[src/rtl/multiword_add_seq.sv]
// rtl/multiword_add_seq.sv - multi-precision adder stepping WORDS x 16-bit words through one 16-bit adder
// Optional subtract support is compiled in with MWADD_SUB_EN.

module full_adder_16bit (
  input  logic [15:0] a,
  input  logic [15:0] b,
  input  logic        cin,
  output logic [15:0] sum,
  output logic        cout,
  output logic        overflow
);
  assign {cout, sum} = {1'b0, a} + {1'b0, b} + {16'b0, cin};
  assign overflow    = (a[15] == b[15]) && (sum[15] != a[15]);
endmodule

module multiword_add_seq #(
  parameter int WORDS = 4
) (
  input  logic                clk,
  input  logic                rst,
  input  logic                start,
  input  logic [16*WORDS-1:0] op_a,
  input  logic [16*WORDS-1:0] op_b,
  input  logic                cin,
  input  logic                sub,
  output logic                busy,
  output logic                done,
  output logic [16*WORDS-1:0] result,
  output logic                cout,
  output logic                overflow
);
  localparam int W  = 16 * WORDS;
  localparam int IW = $clog2(W);

  typedef enum logic [1:0] {IDLE, RUN, DONE} state_t;

  state_t         state, state_nxt;
  logic           accept;
  logic [W-1:0]   a_reg, b_reg, b_in;
  logic           carry_reg, seed;
  logic [2:0]     idx;
  logic [IW-1:0]  base;
  logic           last;
  logic [15:0]    add_sum;
  logic           add_cout, add_ovf;

`ifdef MWADD_SUB_EN
  // Subtraction is A + ~B + 1; inverting once at acceptance keeps the word path plain.
  assign b_in = sub ? ~op_b : op_b;
  assign seed = sub ? 1'b1 : cin;
`else
  logic unused_sub;
  assign unused_sub = sub;
  assign b_in       = op_b;
  assign seed       = cin;
`endif

  assign base = IW'({idx, 4'b0000});
  assign last = (idx == 3'(WORDS - 1));

  full_adder_16bit u_add (
    .a        (a_reg[base +: 16]),
    .b        (b_reg[base +: 16]),
    .cin      (carry_reg),
    .sum      (add_sum),
    .cout     (add_cout),
    .overflow (add_ovf)
  );

  always_ff @(posedge clk or posedge rst) begin
    if (rst) state <= IDLE;
    else     state <= state_nxt;
  end

  always_comb begin
    state_nxt = state;
    accept    = 1'b0;
    busy      = 1'b0;
    done      = 1'b0;
    case (state)
      IDLE: begin
        if (start) begin
          accept    = 1'b1;
          state_nxt = RUN;
        end
      end
      RUN: begin
        busy = 1'b1;
        if (last) state_nxt = DONE;
      end
      DONE: begin
        busy      = 1'b1;
        done      = 1'b1;
        state_nxt = IDLE;
      end
      default: state_nxt = IDLE;
    endcase
  end

  always_ff @(posedge clk or posedge rst) begin
    if (rst) begin
      a_reg     <= '0;
      b_reg     <= '0;
      carry_reg <= 1'b0;
      idx       <= 3'd0;
      result    <= '0;
      cout      <= 1'b0;
      overflow  <= 1'b0;
    end else if (accept) begin
      a_reg     <= op_a;
      b_reg     <= b_in;
      carry_reg <= seed;
      idx       <= 3'd0;
      result    <= '0;
      cout      <= 1'b0;
      overflow  <= 1'b0;
    end else if (state == RUN) begin
      result[base +: 16] <= add_sum;
      carry_reg          <= add_cout;
      // Top-word overflow is the signed overflow of the whole W-bit operation.
      if (last) begin
        cout     <= add_cout;
        overflow <= add_ovf;
      end else begin
        idx <= idx + 3'd1;
      end
    end
  end
endmodule

[config.mk]
export PLATFORM = sky130hd
export DESIGN_NAME = multiword_add_seq
export DESIGN_NICKNAME = d
export VERILOG_FILES = /design/src/rtl/multiword_add_seq.sv
export SDC_FILE = /design/constraint.sdc
export NUM_CORES = 1
export LEC_CHECK = 0
export ABC_AREA = 1
export BUFFER_PORTS_ARGS = -buffer_cell sky130_fd_sc_hd__buf_2
export CAP_MARGIN = 20
export CORE_ASPECT_RATIO = 1.1
export CORE_MARGIN = 5
export CORE_UTILIZATION = 50
export CTS_CLUSTER_SIZE = 30
export DETAILED_ROUTE_END_ITERATION = 8
export PLACE_DENSITY = 0.77
export SLEW_MARGIN = 20
export SYNTH_ARGS = -nofsm -noshare
export SYNTH_HDL_FRONTEND = slang
export SYNTH_SLANG_ARGS = --single-unit
[constraint.sdc]
create_clock -name clk -period 6.4 [get_ports clk]
set_input_delay 0.64 -clock clk [delete_from_list [all_inputs] [get_ports clk]]
set_output_delay 0.64 -clock clk [all_outputs]
set_load 0.05 [all_outputs]
==> impl_metrics.env <==
export IMPL_placed_cells=1624
export IMPL_skew_ns=0.0106
export IMPL_ys_seq_elements=200
export IMPL_startpoint="idx[0]$_DFFE_PP0P_"
export IMPL_port_buffers=199
export IMPL_antenna_found_initial=0
export IMPL_grt_ovfl_total=0
export IMPL_syn_nets=1390
export IMPL_arrival_ns=3.85
export IMPL_worstReg2RegStart="idx[0]$_DFFE_PP0P_"
export IMPL_period_share=0.545
export IMPL_root_buffer="clkbuf_16"
export IMPL_ioPinCount=201
export IMPL_track_usage=0.234
export IMPL_h_tree_depth=4
export IMPL_finalWirelength_mm=25.6
export IMPL_cts_tree="built"
export IMPL_yosys_most_used_dff="dfrtp_1"
export IMPL_globalplace_congestion=0.844
export IMPL_endpoint="result[56]$_DFFE_PP0P_"
export IMPL_cp_max_fo=92
export IMPL_grt_max_degree=150
export IMPL_synth_top_area_frac=0.522
export IMPL_grt_use_met1=0.337
export IMPL_dieArea_um2=22100
export IMPL_grt_pass1_vias=8151
export IMPL_syn_avg_cell_area_um2=7.80
export IMPL_fill_cells=1779
export IMPL_max_cap_violations=0
export IMPL_ant_nets=0
export IMPL_wire_per_inst_um=15.5
export IMPL_use_met3=0.0372
export IMPL_crit_type="reg -> reg"
export IMPL_ys_warn_count=0
export IMPL_diodes=0
export IMPL_drt_pass1_iterations=5
export IMPL_cts_buffers=17
export IMPL_synth_edf_count=0
export IMPL_synth_area_um2=9600
export IMPL_p_leak_nw=6.43
export IMPL_grt_pass1_wl_mm=41.3
export IMPL_r2r_cells=13
export IMPL_ctsHoldBuffers=0
export IMPL_finalPower_mw=6.83
export IMPL_drtIter0Drc=583
export IMPL_rrSetupSlack_ns=2.92
export IMPL_hold_viol=0
export IMPL_busiest_layer="met2"
export IMPL_synth_commonest_cells="595 x nand2_1, 200 x dfrtp_1, 83 x o21ai_0"
export IMPL_postCtsSetupRepairBufs=0
export IMPL_status="finished, final reports clean"
export IMPL_synth_area_leader_cell="dfrtp_1"
export IMPL_use_met2=0.370
export IMPL_tightest_slew_ns=0.999
export IMPL_synth_cell_type_count=30
export IMPL_slew_headroom=0.334
export IMPL_clock_path_buffers=2
export IMPL_cts_resized_gates=0
export IMPL_max_vdd_ir_drop_uv=303
export IMPL_cts_sinks=200
export IMPL_area_delta_synth_final_pct=17.8
export IMPL_grt_setup_unrepaired="no"
export IMPL_viasPerCell=5.17
export IMPL_chipWidth_um=142
export IMPL_clock_latency_ns=0.43
export IMPL_timing_rr_end="result[56]$_DFFE_PP0P_"
export IMPL_fin_tns_setup_ns=0
export IMPL_die_h_um=155
export IMPL_synthArstFlopShare=1.00
export IMPL_syn_inst=1231
export IMPL_powerDensity_nw_per_um2=604
export IMPL_core_area_um2=19000
export IMPL_period_needed_ns=3.49
export IMPL_yosysMostFrequentCell="nand2_1"
export IMPL_drc=0
export IMPL_drv_slew=0
export IMPL_cp_data_required_time_ns=6.76
export IMPL_nNetsFinal=1555
export IMPL_drive_gt1_frac=0.176
export IMPL_ys_top_cells_by_area="dfrtp_1 52%, nand2_1 23%, o21ai_0 4.3%, ha_1 3.1%, nor2_1 3.0%"
export IMPL_fin_hold_ws_ns=0.311
export IMPL_initial_core_util=0.504
export IMPL_seq_area_frac_synth=0.522
export IMPL_startpoint_type="register"
export IMPL_setup_violations=0
export IMPL_rows=53
export IMPL_via_count=8554
export IMPL_fmax_mhz=287
export IMPL_min_path_type="in -> async"
export IMPL_end_kind="register"
export IMPL_clkTransAtPathRegs_ns=0.07
export IMPL_hpwl_mm=17.7
export IMPL_final_cells=1655
-- report_power, final --
group,switching (mW),internal [mW]
logic,2.65,1.11
registers,0.253,1.74
clock network,0.475,0.599
total,3.38,3.45
-- how the worst min path moves through the flow --
stage,start,to,depth (start not counted)
finish,rst,result[17]$_DFFE_PP0P_,2
global route,op_b[41],b_reg[41]$_DFFE_PP0P_,3
CTS,op_b[41],b_reg[41]$_DFFE_PP0P_,3
detailed placement,result[9]$_DFFE_PP0P_,result[9]$_DFFE_PP0P_,2
global placement,b_reg[20]$_DFFE_PP0P_,b_reg[20]$_DFFE_PP0P_,2
floorplan,b_reg[32]$_DFFE_PP0P_,b_reg[32]$_DFFE_PP0P_,2
-- stage by stage --
step                      setup slack [ns]  utilization  instance area, um^2
after floorplan                      0.306            -                 9600
after global placement                3.07        0.563                10700
after detailed placement              2.96        0.563                10700
after CTS                             2.95        0.594                11300
after global routing                  2.65        0.594                11300
final                                 2.92        0.594                11300
-- layout by cell type (no fill, tap or decap), drive strengths merged --
master,instances
nor3,6
nand3b,2
a22o,8
o21ai,83
xnor2,3
clkinvlp,1
nor2,77
ha,24
fa,2
or2,2
inv,66
nand4,18
a32oi,2
and2,1
dfrtp,200
nand3,27
xor2,5
a21oi,14
a32o,1
clkinv,6
o22ai,32
clkbuf,22
nand2,595
buf,207
bufinv,2
nor4,2
-- layout make-up --
type / instances / area [um^2] / area share
clock buffers: 22 / 464 / 0.0411
clock inverters: 9 / 116 / 0.0103
inverters: 66 / 263 / 0.0232
multi-input cells: 904 / 4090 / 0.362
flip-flops and latches: 200 / 5010 / 0.443
well taps: 247 / 309 / 0.0273
repair buffers: 207 / 1060 / 0.0934
-- critical path, stage by stage (launching register included) --
cell and delay [ns]:
dfrtp_2 0.37, buf_4 0.72, o21ai_0 0.22, o22ai_1 0.29, fa_1 0.25, inv_1 0.06, fa_1 0.39, inv_1 0.09
nand3_1 0.06, nand2_1 0.14, a21oi_1 0.10, xnor2_1 0.43, nand4_1 0.14, nand2_1 0.10
-- logic make-up after synthesis --
group | count (synthesis) | synth area share
AOI/OAI and AO/OA | 140 | 0.0816
buffers and inverters | 127 | 0.0529
DFF | 200 | 0.522
xor gates and xnor gates | 8 | 0.00730
and+or+nand+nor | 730 | 0.301
adders and majority gates | 26 | 0.0355
-- layer usage --
metal  share of wire  routed length, um  vias to the layer above
li1                -                  -                     4232
met1            0.44              11200                     3996
met2            0.48              12200                      298
met3           0.071               1810                       28
met4           0.015                391                        0
met5               0                  0                        -
Power figures use the tool's default switching activity.
